## src/rtl/pipe_pkg.sv

```systemverilog
// rtl/pipe_pkg.sv - shared widths and the NOP bundle for pipeline boundary registers
package pipe_pkg;

   localparam int MEM_CTRL_W     = 12;
   localparam int WB_CTRL_W      = 7;
   localparam int STAGE_BUNDLE_W = MEM_CTRL_W + WB_CTRL_W;

   // All-zero bundle is the architectural NOP: no register write, no memory access.
   localparam logic [STAGE_BUNDLE_W-1:0] NOP_BUNDLE = '0;

endpackage

```

## src/rtl/pipe_stage_cell.sv

```systemverilog
// rtl/pipe_stage_cell.sv - one pipeline stage: valid bit, bubble zeroing, flush/stall muxing
module pipe_stage_cell
   import pipe_pkg::*;
#(
   parameter int DATA_W = STAGE_BUNDLE_W
) (
   input  logic              clk,
   input  logic              rst,
   input  logic              stall,
   input  logic              flush,
   input  logic              in_valid,
   input  logic [DATA_W-1:0] in_data,
   output logic              out_valid,
   output logic [DATA_W-1:0] out_data
);

   always_ff @(posedge clk) begin
      if (rst || flush) begin
         out_valid <= 1'b0;
         out_data  <= DATA_W'(NOP_BUNDLE);
      end else if (!stall) begin
         out_valid <= in_valid;
         // A bubble must never carry stale control bits downstream.
         out_data  <= in_valid ? in_data : DATA_W'(NOP_BUNDLE);
      end
   end

endmodule

```

## src/rtl/pipe_stage_reg.sv

```systemverilog
// rtl/pipe_stage_reg.sv - DEPTH-stage pipeline boundary register with stall/flush
// Optional stall/flush performance counters when PIPE_STAGE_PERF_EN is defined.
module pipe_stage_reg
   import pipe_pkg::*;
#(
   parameter int DATA_W = STAGE_BUNDLE_W,
   parameter int DEPTH  = 1,
   parameter int CNT_W  = 16
) (
   input  logic              clk,
   input  logic              rst,
   input  logic              in_valid,
   input  logic [DATA_W-1:0] in_data,
   input  logic              stall,
   input  logic              flush,
   output logic              in_ready,
   output logic              out_valid,
   output logic [DATA_W-1:0] out_data
`ifdef PIPE_STAGE_PERF_EN
   ,
   output logic [CNT_W-1:0]  stall_cnt,
   output logic [CNT_W-1:0]  flush_cnt
`endif
);

   if (DEPTH < 1 || DEPTH > 8 || CNT_W < 1) begin : g_bad_param
      $error("pipe_stage_reg: DEPTH must be 1..8 and CNT_W at least 1");
   end

   // Element 0 is the input side; element k+1 is the output of stage k.
   logic [DEPTH:0]    v_chain;
   logic [DATA_W-1:0] d_chain [DEPTH+1];

   assign v_chain[0] = in_valid;
   assign d_chain[0] = in_data;

   for (genvar k = 0; k < DEPTH; k++) begin : g_stage
      pipe_stage_cell #(
         .DATA_W (DATA_W)
      ) u_cell (
         .clk       (clk),
         .rst       (rst),
         .stall     (stall),
         .flush     (flush),
         .in_valid  (v_chain[k]),
         .in_data   (d_chain[k]),
         .out_valid (v_chain[k+1]),
         .out_data  (d_chain[k+1])
      );
   end

   assign in_ready  = !stall || flush;
   assign out_valid = v_chain[DEPTH];
   assign out_data  = d_chain[DEPTH];

`ifdef PIPE_STAGE_PERF_EN
   // Saturating counters; a flush cycle is never counted as a stall.
   always_ff @(posedge clk) begin
      if (rst) begin
         stall_cnt <= '0;
         flush_cnt <= '0;
      end else begin
         if (stall && !flush && (stall_cnt != {CNT_W{1'b1}}))
            stall_cnt <= stall_cnt + 1'b1;
         if (flush && (flush_cnt != {CNT_W{1'b1}}))
            flush_cnt <= flush_cnt + 1'b1;
      end
   end
`endif

endmodule

```

## config.mk

```make
export PLATFORM = sky130hd
export DESIGN_NAME = pipe_stage_reg
export DESIGN_NICKNAME = d
export VERILOG_FILES = /design/src/rtl/pipe_pkg.sv /design/src/rtl/pipe_stage_cell.sv /design/src/rtl/pipe_stage_reg.sv
export SDC_FILE = /design/constraint.sdc
export NUM_CORES = 1
export LEC_CHECK = 0
export CAP_MARGIN = 20
export CORE_AREA = 2 2 47 49
export CTS_BUF_LIST = sky130_fd_sc_hd__clkbuf_8
export DETAILED_ROUTE_END_ITERATION = 10
export DIE_AREA = 0 0 49 51
export PLACE_DENSITY = 0.81
export SETUP_SLACK_MARGIN = 0.2
export SLEW_MARGIN = 25
export SYNTH_ARGS = -nofsm -noshare
export SYNTH_HDL_FRONTEND = slang
export SYNTH_SLANG_ARGS = --single-unit
```

## constraint.sdc

```tcl
create_clock -name clk -period 1.21 [get_ports clk]
set_clock_uncertainty 0.05 [all_clocks]
set_input_delay 0.242 -clock clk [delete_from_list [all_inputs] [get_ports clk]]
set_output_delay 0.242 -clock clk [all_outputs]
set_load 0.005 [all_outputs]
```

==> results by group, run 1 <==
Synth
  – Post-Synthesis Cells: 89
  – Seq/Total Area, Yosys: 0.5024
  – Synth Net Count: 113
  – Synth area leader: dfxtp_1
  – Most used DFF post-synth: dfxtp_1
  – Yosys warning total: 0
  – Most frequent cell after synthesis: dfxtp_1
  – FF+latch count, synth: 20
  – Synth top cells by count: 20 x dfxtp_1, 19 x nand2_1, 19 x nand3b_1
  – Most area-consuming cells after synthesis: dfxtp_1 50%, nand3b_1 18%, a21oi_1 11%
  – Share of synthesized registers carrying an async set or reset: 0
  – Average size of a mapped cell: 8.955 sq um
  – Cell variety after synth: 11
  – Number of flops mapped to enable cells by yosys: 0
  – Post-synth top area share: 0.5024
  – Synthesized area: 797.0 sq um

Die
  – Die X: 49 um
  – Row count: 17
  – I/O Pins: 45
  – Die ar.: 0.002499 sq mm
  – Core Area: 0.002063 sq mm
  – Die Ht: 51 um
  – Starting Density: 0.3863

Route
  – Vias: 793
  – Post-route DRC: 0
  – Initial DRT Pass Iterations: 4
  – Antenna Nets Post-Route: 0
  – Drt total wl: 1956 um
  – WL/cell: 12.00 um
  – Routed vias/inst: 4.865
  – Initial drt markers: 10

Cells and area
  – Fraction of layout cells with a size suffix above 1: 0.4148
  – Layout area overhead: 56.67%
  – Fillers: 194
  – Design area: 0.001249 sq mm
  – Antenna cell count: 0
  – Final-stage net count: 160

Critical path
  – Crit path DAT: 1.12 ns
  – RR Endpoint: g_stage[0].u_cell.out_data[13]
  – Crit-path max FO: 20
  – FF-to-FF setup slack: 0.48 ns
  – CP Capture Type: flip-flop
  – Worst Path Required: 1.33 ns
  – CP Launch Type: input port
  – R2R Path Start: g_stage[0].u_cell.out_data[13]
  – Worst Setup SP: rst
  – Crit Path Class: in2reg
  – Worst reg2reg path depth: 3

Timing
  – Clock period minus worst slack: 0.9948 ns
  – WHS: 0.3671 ns
  – Crit share post-route: 0.8222
  – Final setup viols: 0
  – Final count of pins violating max slew: 0
  – Fmax: 1005 MHz
  – Slew @ Worst Pin: 0.2407 ns
  – Hold Violations, Final: 0
  – RSZ-0062 raised after global routing: true
  – Rel. slew slack: 0.8395
  – Final setup margin: 0.2152 ns

Global routing
  – Initial antenna violation count: 0
  – Largest net degree at the start of global routing: 40
  – Vias in the first global route: 741
  – GR Overflow Total: 0
  – Total track usage: 0.1552
  – First-pass GRT wire length: 3077 um

Placed design
  – Routability cong.: 0.6598
  – Dpl cell area: 0.001242 sq mm
  – Port Buffers: 44
  – Placement Setup Slack: -0.3963 ns
  – Post-DP HPWL: 1321 um

Hold path
  – Hold Crit Endpoint: g_stage[0].u_cell.out_data[0]
  – Hold path startpoint: flush
  – Worst hold path class: in2reg
  – Hold Path Stages: 3

CTS
  – Worst skew pair latency: 0.25 ns
  – Post-CTS Hold Fix Bufs: 0
  – Root buf cell: clkbuf_8
  – H-tree depth: 1
  – CTS tree: built
  – Clock buffer depth: 2
  – Clk sink count: 20
  – CTS clock-pin slew for the worst setup and hold paths: 0.07 ns
  – Total CTS buffers: 3

Power and ir drop
  – PwrDens: 1082 mW/mm^2
  – Peak VDD IR: 0.5852 mV
  – Leakage: 0.5120 nW

Outcome
  – Status: finished, final reports clean

Run
  – Max-cap check violation count: 0
## sequential cells by signal, summed over array words and instances, names as in the netlist
name,cells
g_stage.u_cell.out_data,19
g_stage.u_cell.out_valid,1
## power by group
group / switching (mW) / internal, mW / total, mW
Combinational: 0.0696 / 0.111 / 0.180
Sequential: 0.00630 / 0.674 / 0.680
Clock: 0.202 / 0.289 / 0.491
## metal layers
layer  share of wire  GRT usage  vias to the layer above
met2            0.47     0.2808                       40
li1                -          -                      392
met5               0          0                        -
met4               0    0.02857                        0
met3            0.11    0.07310                        0
met1            0.43     0.1664                      361
## metrics by stage
step | total power, mW | std cells | util | TNS [ns]
after global routing | 1.399 | 163 | 0.6052 | 0
after floorplan | 0.7706 | 89 | - | 0
final | 1.351 | 163 | 0.6052 | 0
after CTS | 1.358 | 162 | 0.5961 | 0
after detailed placement | 0.8826 | 156 | 0.6022 | -5.723
after global placement | 0.8798 | 156 | 0.6022 | -5.551
## worst max-delay path by stage
stage | end | depth (start not counted)
after CTS | in_ready | 3
after floorplan | g_stage[0].u_cell.out_data[0] | 3
after global placement | in_ready | 3
after global routing | g_stage[0].u_cell.out_data[16] | 3
after detailed placement | in_ready | 3
final | g_stage[0].u_cell.out_data[18] | 3
## placed cells by master (no fill, tap or decap)
master / count
clkbuf_8: 4
mux2i_1: 1
dlymetal6s2s_1: 1
clkdlybuf4s50_1: 20
clkbuf_2: 1
a21oi_2: 2
nand2_1: 19
dlygate4sd2_1: 1
buf_6: 3
nor2_1: 1
nand2b_2: 1
or2_4: 1
buf_2: 22
buf_4: 2
dfxtp_2: 20
nand3b_1: 19
a21oi_1: 17
## final cells by class
| cell class | instances | area (sq um) | area share |
|---|---|---|---|
| Sequential cell | 20 | 425.4 | 0.3407 |
| Clock buffer | 4 | 55.05 | 0.04409 |
| Tap cell | 28 | 35.03 | 0.02806 |
| Multi-Input combinational cell | 61 | 347.8 | 0.2786 |
| Timing Repair Buffer | 50 | 385.4 | 0.3086 |
## critical path: stages
cell             delay, ns
clkdlybuf4s50_1       0.40
or2_4                 0.33
a21oi_1               0.15
## cells by family after synthesis
logic type / synth area share
and+or+nand+nor: 0.2951
DFF: 0.5023
AOI/OAI and AO/OA: 0.1240
buffers and inverters: 0.06593
muxes: 0.01256
## repair_timing
action,4_1_cts,5_1_grt
gates cloned,0,1
resized for setup,105,7
buffers inserted,2,0
endpoints found under the setup margin,41,21
(Power assumes the default switching activity.)
==> run 2: changes to the inputs <==
--- a/config.mk
+++ b/config.mk
@@ -6,11 +6,11 @@
 export NUM_CORES = 1
 export LEC_CHECK = 0
 export CAP_MARGIN = 20
-export CORE_AREA = 2 2 47 49
+export CORE_AREA = 2 2 49 51
 export CTS_BUF_LIST = sky130_fd_sc_hd__clkbuf_8
 export DETAILED_ROUTE_END_ITERATION = 10
-export DIE_AREA = 0 0 49 51
-export PLACE_DENSITY = 0.81
+export DIE_AREA = 0 0 51 53
+export PLACE_DENSITY = 0.75
 export SETUP_SLACK_MARGIN = 0.2
 export SLEW_MARGIN = 25
 export SYNTH_ARGS = -nofsm -noshare
==> constraint.sdc (replaced) <==
create_clock -name clk -period 1 [get_ports clk]
set_clock_uncertainty 0.05 [all_clocks]
set_input_delay 0.2 -clock clk [delete_from_list [all_inputs] [get_ports clk]]
set_output_delay 0.2 -clock clk [all_outputs]
set_load 0.005 [all_outputs]
==> results by group, run 2 (same netlist as run 1, synthesis figures left out) <==
Outcome
  – Status: finished, final reports clean (unchanged)

Timing
  – Final count of pins violating max slew: 0 (unchanged)
  – Hold Violations, Final: 0 (unchanged)
  – Clock period minus worst slack: 0.9449 ns
  – RSZ-0062 raised after global routing: true (unchanged)
  – Rel. slew slack: 0.8790 (was 0.8395)
  – Final setup margin: 0.05506 ns (was 0.2152 ns)
  – Fmax: 1058 MHz
  – Final setup viols: 0 (unchanged)
  – Slew @ Worst Pin: 0.1815 ns (was 0.2407 ns)
  – Crit share post-route: 0.9449

Cells and area
  – Final-stage net count: 167 (was 160)
  – Fillers: 191 (was 194)
  – Most common cell after layout, fill and taps aside: dfxtp_2 (was buf_2)
  – Multi-input logic area: 372.9 sq um (was 347.8 sq um)
  – Finished Layout Cells: 170 (was 163)
  – Antenna cell count: 0 (unchanged)
  – Flip-flop count of the largest register after layout: 19 (unchanged)
  – Fraction of layout cells with a size suffix above 1: 0.4648 (was 0.4148)
  – Biggest register: g_stage.u_cell.out_data (unchanged)
  – Commonest non-fill, non-tap cells in the layout: 20 x dfxtp_2, 19 x nand2_1, 19 x nand3b_1 (was 22 x buf_2, 20 x dfxtp_2, 20 x clkdlybuf4s50_1)
  – Register area: 425.4 sq um (unchanged)
  – Layout area overhead: 74.73% (was 56.67%)
  – Biggest regs: g_stage.u_cell.out_data (19), g_stage.u_cell.out_valid (1) (unchanged)

Die
  – Starting Density: 0.3710 (was 0.3863)
  – Die Ht: 53 um (was 51 um)
  – Core Area: 0.002148 sq mm (was 0.002063 sq mm)
  – Die ar.: 0.002703 sq mm (was 0.002499 sq mm)
  – Die X: 51 um (was 49 um)
  – I/O Pins: 45 (unchanged)
  – Row count: 17 (unchanged)

Route
  – Initial drt markers: 13 (was 10)
  – Post-route DRC: 0 (unchanged)
  – Initial DRT Pass Iterations: 4 (unchanged)
  – WL/cell: 13.38 um (was 12.00 um)
  – Antenna Nets Post-Route: 0 (unchanged)
  – Drt total wl: 2275 um (was 1956 um)
  – Vias: 828 (was 793)
  – Routed vias/inst: 4.871 (was 4.865)

Global routing
  – Largest net degree at the start of global routing: 19 (was 40)
  – First-pass GRT wire length: 3629 um (was 3077 um)
  – Total track usage: 0.1752 (was 0.1552)
  – Vias in the first global route: 765 (was 741)
  – GR Overflow Total: 0 (unchanged)
  – Initial antenna violation count: 0 (unchanged)

Power and ir drop
  – PwrDens: 1350 mW/mm^2 (was 1082 mW/mm^2)
  – Peak VDD IR: 0.8208 mV (was 0.5852 mV)
  – Pwr Total: 1.880 mW (was 1.351 mW)
  – Leakage: 0.5668 nW (was 0.5120 nW)

Critical path
  – Worst reg2reg path depth: 3 (unchanged)
  – CP Launch Type: flip-flop (was input port)
  – Top delay family on crit path: flip-flops (was buffers and inverters)
  – FF-to-FF setup slack: 0.28 ns (was 0.48 ns)
  – RR Endpoint: g_stage[0].u_cell.out_data[9] (was g_stage[0].u_cell.out_data[13])
  – Crit path cell chain: buf_2 (was clkdlybuf4s50_1, or2_4, a21oi_1)
  – Critical-path top delay cell: dfxtp_2 (was clkdlybuf4s50_1)
  – Worst setup endpoint: out_data[17] (was g_stage[0].u_cell.out_data[18])
  – Worst Path Required: 0.75 ns (was 1.33 ns)
  – Highest cell delay on the worst timing path: 0.32 ns (was 0.40 ns)
  – Crit-path max FO: 2 (was 20)
  – Worst Setup SP: g_stage[0].u_cell.out_data[17] (was rst)
  – CP Capture Type: output port (was flip-flop)
  – Crit path DAT: 0.69 ns (was 1.12 ns)
  – Crit Path Class: reg2out (was in2reg)
  – R2R Path Start: g_stage[0].u_cell.out_data[9] (was g_stage[0].u_cell.out_data[13])
  – Crit path depth: 1 (was 3)
  – Critical path buffers and inverters: 1 (unchanged)

CTS
  – Root buf cell: clkbuf_8 (unchanged)
  – CTS clock-pin slew for the worst setup and hold paths: 0.08 ns (was 0.07 ns)
  – Worst skew pair latency: 0.25 ns (about the same)
  – Post-CTS Hold Fix Bufs: 0 (unchanged)
  – Clk sink count: 20 (unchanged)
  – H-tree depth: 1 (unchanged)
  – Total CTS buffers: 3 (unchanged)
  – Clock buffer depth: 2 (unchanged)
  – CTS tree: built (unchanged)

Hold path
  – Worst hold path class: in2reg (unchanged)
  – Hold Path Stages: 3 (unchanged)

Placed design
  – Post-DP HPWL: 1380 um (was 1321 um)
  – Port Buffers: 44 (unchanged)
  – Cells after DPL: 159 (was 156)
  – Placement Setup Slack: -0.5312 ns (was -0.3963 ns)
  – Routability cong.: 0.6317 (was 0.6598)

Run
  – Max-cap check violation count: 0 (unchanged)
-- run 2: cell count changes in the layout (fill, tap and decap cells not counted), moves of 2 or more --
cell             before  now
or2_4                 1    3
clkdlybuf4s50_1      20   18
buf_6                 3   10
buf_4                 2    5
a21oi_2               2    4
buf_2                22   16
a21oi_1              17   15
-- run 2: worst min path at each step --
stage / slack (ns) / startpoint / to
2_1_floorplan: 0.31 / in_data[10] / g_stage[0].u_cell.out_data[10]
4_1_cts: 0.34 / flush / g_stage[0].u_cell.out_data[11]
6_report: 0.24 / in_data[12] / g_stage[0].u_cell.out_data[12]
3_3_place_gp: 0.39 / g_stage[0].u_cell.out_data[14] / g_stage[0].u_cell.out_data[14]
5_1_grt: 0.25 / in_data[12] / g_stage[0].u_cell.out_data[12]
3_5_place_dp: 0.40 / g_stage[0].u_cell.out_data[14] / g_stage[0].u_cell.out_data[14]
-- run 2: layout make-up --
class                   instances  share of cell area
well taps                      28             0.02516
clock inverters                 1             0.02156
repair buffers                 55              0.3504
multi-input cells              63              0.2677
flip-flops and latches         20              0.3055
clock buffers                   3             0.02965
-- run 2: what timing repair did --
item,4_1_cts,5_1_grt
setup buffers,0,2
cloned,4,1
pin swaps,2,3
gates resized for setup,122,13
setup endpoints to repair,41,25
-- run 2: per-stage QoR --
step | utilization | TNS [ns] | cell area [sq um] | hold slack [ns]
after floorplan | - | 0 | 797.0 | 0.3139
after global placement | 0.5888 | -8.739 | 1265 | 0.3907
after detailed placement | 0.5888 | -9.111 | 1265 | 0.4008
after CTS | 0.6144 | 0 | 1320 | 0.3426
after global routing | 0.6482 | 0 | 1393 | 0.2465
final | 0.6482 | 0 | 1393 | 0.2393
-- run 2: worst min-delay path, delay by kind of cell --
kind	cells	cell delay, ns
buffers and inverters	1	0.13
AOI/OAI and AO/OA	1	0.06
and+or+nand+nor	1	0.11
-- run 2: per-layer routing --
| layer | GRT usage | part of all wire | vias up |
|---|---|---|---|
| li1 | - | - | 410 |
| met5 | 0 | 0 | - |
| met4 | 0.04054 | 0 | 0 |
| met2 | 0.2857 | 0.46 | 37 |
| met3 | 0.03672 | 0.078 | 0 |
| met1 | 0.2365 | 0.46 | 381 |
-- run 2: where the power goes --
part | internal [mW] | switching, mW
sequential | 0.815 | 0.00893
combinational | 0.163 | 0.100
clock | 0.533 | 0.259
total | 1.51 | 0.368
==> run 3: changes to the inputs <==
--- a/config.mk
+++ b/config.mk
@@ -5,12 +5,14 @@
 export SDC_FILE = /design/constraint.sdc
 export NUM_CORES = 1
 export LEC_CHECK = 0
+export ABC_CLOCK_PERIOD_IN_PS = 1200
 export CAP_MARGIN = 20
-export CORE_AREA = 2 2 49 51
+export CORE_AREA = 2 2 47 49
 export CTS_BUF_LIST = sky130_fd_sc_hd__clkbuf_8
 export DETAILED_ROUTE_END_ITERATION = 10
-export DIE_AREA = 0 0 51 53
-export PLACE_DENSITY = 0.75
+export DIE_AREA = 0 0 49 51
+export GPL_TIMING_DRIVEN = 0
+export PLACE_DENSITY = 0.81
 export SETUP_SLACK_MARGIN = 0.2
 export SLEW_MARGIN = 25
 export SYNTH_ARGS = -nofsm -noshare
==> constraint.sdc (replaced) <==
create_clock -name clk -period 1.2 [get_ports clk]
set_clock_uncertainty 0.05 [all_clocks]
set_input_delay 0.24 -clock clk [delete_from_list [all_inputs] [get_ports clk]]
set_output_delay 0.24 -clock clk [all_outputs]
set_load 0.005 [all_outputs]
==> results by group, run 3 (same netlist as run 1, synthesis figures left out) <==
Global routing
  – Total track usage: 0.1776 (was 0.1752)
  – Largest net degree at the start of global routing: 12 (was 19)
  – Initial antenna violation count: 0 (unchanged)
  – Met2 Track Usage GR: 0.3082 (was 0.2857)
  – First-pass GRT wire length: 3408 um (was 3629 um)
  – GR Overflow Total: 0 (unchanged)
  – Vias in the first global route: 768 (was 765)
  – Most used routing layer: met2 (unchanged)
  – Met3 Usage GRT: 0.06140 (was 0.03672)
  – Met1 usage: 0.2000 (was 0.2365)

Placed design
  – Routability cong.: 0.6758 (was 0.6317)
  – Cells after DPL: 159 (unchanged)
  – Post-DP HPWL: 1502 um (was 1380 um)
  – Port Buffers: 42 (was 44)
  – Dpl cell area: 0.001252 sq mm (was 0.001265 sq mm)

Critical path
  – Crit path DAT: 0.70 ns (was 0.69 ns)
  – Crit path cell chain: buf_2 (unchanged)
  – Critical-path top delay cell: dfxtp_2 (unchanged)
  – Crit-path max FO: 2 (unchanged)
  – Highest cell delay on the worst timing path: 0.32 ns (about the same)
  – Worst Path Required: 0.91 ns (was 0.75 ns)
  – CP Launch Type: flip-flop (unchanged)
  – CP Capture Type: output port (unchanged)
  – Crit Path Class: reg2out (unchanged)
  – Critical path buffers and inverters: 1 (unchanged)
  – Top delay family on crit path: flip-flops (unchanged)

Power and ir drop
  – Leakage: 0.5531 nW (was 0.5668 nW)
  – Combinational fraction of design power: 0.147 (was 0.140)
  – Pwr Total: 1.400 mW (was 1.880 mW)
  – Sw frac: 0.2147 (was 0.1958)
  – P_int: 1.100 mW (was 1.512 mW)
  – Clock share of power: 0.363 (was 0.422)
  – PwrDens: 1030 mW/mm^2 (was 1350 mW/mm^2)
  – Peak VDD IR: 1.006 mV (was 0.8208 mV)
  – Flop pwr share: 0.491 (was 0.438)
  – Switching power: 0.3007 mW (was 0.3681 mW)

Route
  – Initial drt markers: 17 (was 13)
  – WL/cell: 13.02 um (was 13.38 um)
  – Initial DRT Pass Iterations: 4 (unchanged)
  – Drt total wl: 2187 um (was 2275 um)
  – Routed vias/inst: 4.833 (was 4.871)
  – Vias: 812 (was 828)
  – Post-route DRC: 0 (unchanged)
  – Antenna Nets Post-Route: 0 (unchanged)

CTS
  – CTS tree: built (unchanged)
  – Clock buffer depth: 2 (unchanged)
  – Total CTS buffers: 3 (unchanged)
  – Worst skew pair latency: 0.25 ns (about the same)
  – Root buf cell: clkbuf_8 (unchanged)
  – H-tree depth: 1 (unchanged)
  – CTS clock-pin slew for the worst setup and hold paths: 0.07 ns (was 0.08 ns)
  – Clk sink count: 20 (unchanged)

Die
  – I/O Pins: 45 (unchanged)
  – Row count: 17 (unchanged)
  – Die Ht: 51 um (was 53 um)
  – Die ar.: 0.002499 sq mm (was 0.002703 sq mm)
  – Starting Density: 0.3863 (was 0.3710)
  – Core Area: 0.002063 sq mm (was 0.002148 sq mm)
  – Die X: 49 um (was 51 um)

Cells and area
  – Biggest regs: g_stage.u_cell.out_data (19), g_stage.u_cell.out_valid (1) (unchanged)
  – Flip-flop count of the largest register after layout: 19 (unchanged)
  – Design area: 0.001359 sq mm (was 0.001393 sq mm)
  – Fraction of layout cells with a size suffix above 1: 0.4643 (was 0.4648)
  – Antenna cell count: 0 (unchanged)
  – Fillers: 184 (was 191)
  – Commonest non-fill, non-tap cells in the layout: 20 x dfxtp_2, 19 x buf_2, 19 x nand2_1, 19 x nand3b_1, 19 x clkdlybuf4s50_1 (was 20 x dfxtp_2, 19 x nand2_1, 19 x nand3b_1)
  – Most common cell after layout, fill and taps aside: dfxtp_2 (unchanged)
  – Multi-input logic area: 364.1 sq um (was 372.9 sq um)
  – Final-stage net count: 165 (was 167)
  – Biggest register: g_stage.u_cell.out_data (unchanged)
  – Finished Layout Cells: 168 (was 170)
  – Register area: 425.4 sq um (unchanged)
  – Layout area overhead: 70.49% (was 74.73%)

Run
  – Max-cap check violation count: 0 (unchanged)

Timing
  – Final setup viols: 0 (unchanged)
  – Final count of pins violating max slew: 0 (unchanged)
  – Slew @ Worst Pin: 0.1523 ns (was 0.1815 ns)
  – Final TNS setup: 0 ns (unchanged)
  – Hold Violations, Final: 0 (unchanged)
  – Clock period minus worst slack: 0.9873 ns
  – RSZ-0062 raised after global routing: true (unchanged)
  – Crit share post-route: 0.8228
  – Rel. slew slack: 0.8956 (was 0.8790)
  – Fmax: 1013 MHz

Hold path
  – Worst hold path class: in2reg (unchanged)

Outcome
  – Status: finished, final reports clean (unchanged)
## run 3: cell count changes in the layout (fill, tap and decap cells not counted), sizes merged
cell / previous run / this run
buf: 32 / 33
or2: 3 / 1
bufinv: 1 / 0
clkdlybuf4s15: 0 / 1
clkdlybuf4s50: 18 / 19
dlygate4sd2: 2 / 0
## run 3: cell type report
type / count / share of cell area
flip-flops and latches: 20 / 0.3131
repair buffers: 47 / 0.3112
multi-input cells: 61 / 0.2680
plain buffers: 8 / 0.04144
clock buffers: 4 / 0.04052
well taps: 28 / 0.02578
## run 3: metal layers
layer	wire, um	share of wire
met4	15	0.0069
met1	999	0.46
met3	184	0.084
met5	0	0
met2	986	0.45
## run 3: what timing repair did
action	4_1_cts	5_1_grt
gates resized for setup	110	11
hold buffers	0	0
buffers inserted	2	2
gates cloned	0	1
pin swaps	0	1
endpoints found under the setup margin	40	31
## run 3: path summary, 6_finish.rpt
path         slack, ns                        endpoint                            from  depth (start not counted)
max               0.21                    out_data[13]  g_stage[0].u_cell.out_data[13]                          1
min               0.25  g_stage[0].u_cell.out_data[13]                           stall                          3
max reg2reg       0.38  g_stage[0].u_cell.out_data[16]  g_stage[0].u_cell.out_data[16]                          4
min reg2reg       0.40  g_stage[0].u_cell.out_data[14]  g_stage[0].u_cell.out_data[14]                          2
## run 3: metrics by stage
step / utilization / setup slack [ns] / hold WS (ns)
final: 0.6586 / 0.2127 / 0.2519
after global routing: 0.6586 / 0.1927 / 0.2673
after CTS: 0.6131 / 0.1444 / 0.2470
after detailed placement: 0.6070 / -0.4115 / 0.3920
after global placement: 0.6070 / -0.3941 / 0.3878
after floorplan: - / 0.3819 / 0.3539
## run 3: power groups by stage
stage	Sequential [mW]	Clock (mW)	Combinational, mW
floorplan	0.700	0	0.0766
global placement	0.699	0	0.191
detailed placement	0.699	0	0.194
CTS	0.685	0.533	0.186
global route	0.688	0.540	0.221
finish	0.687	0.508	0.205
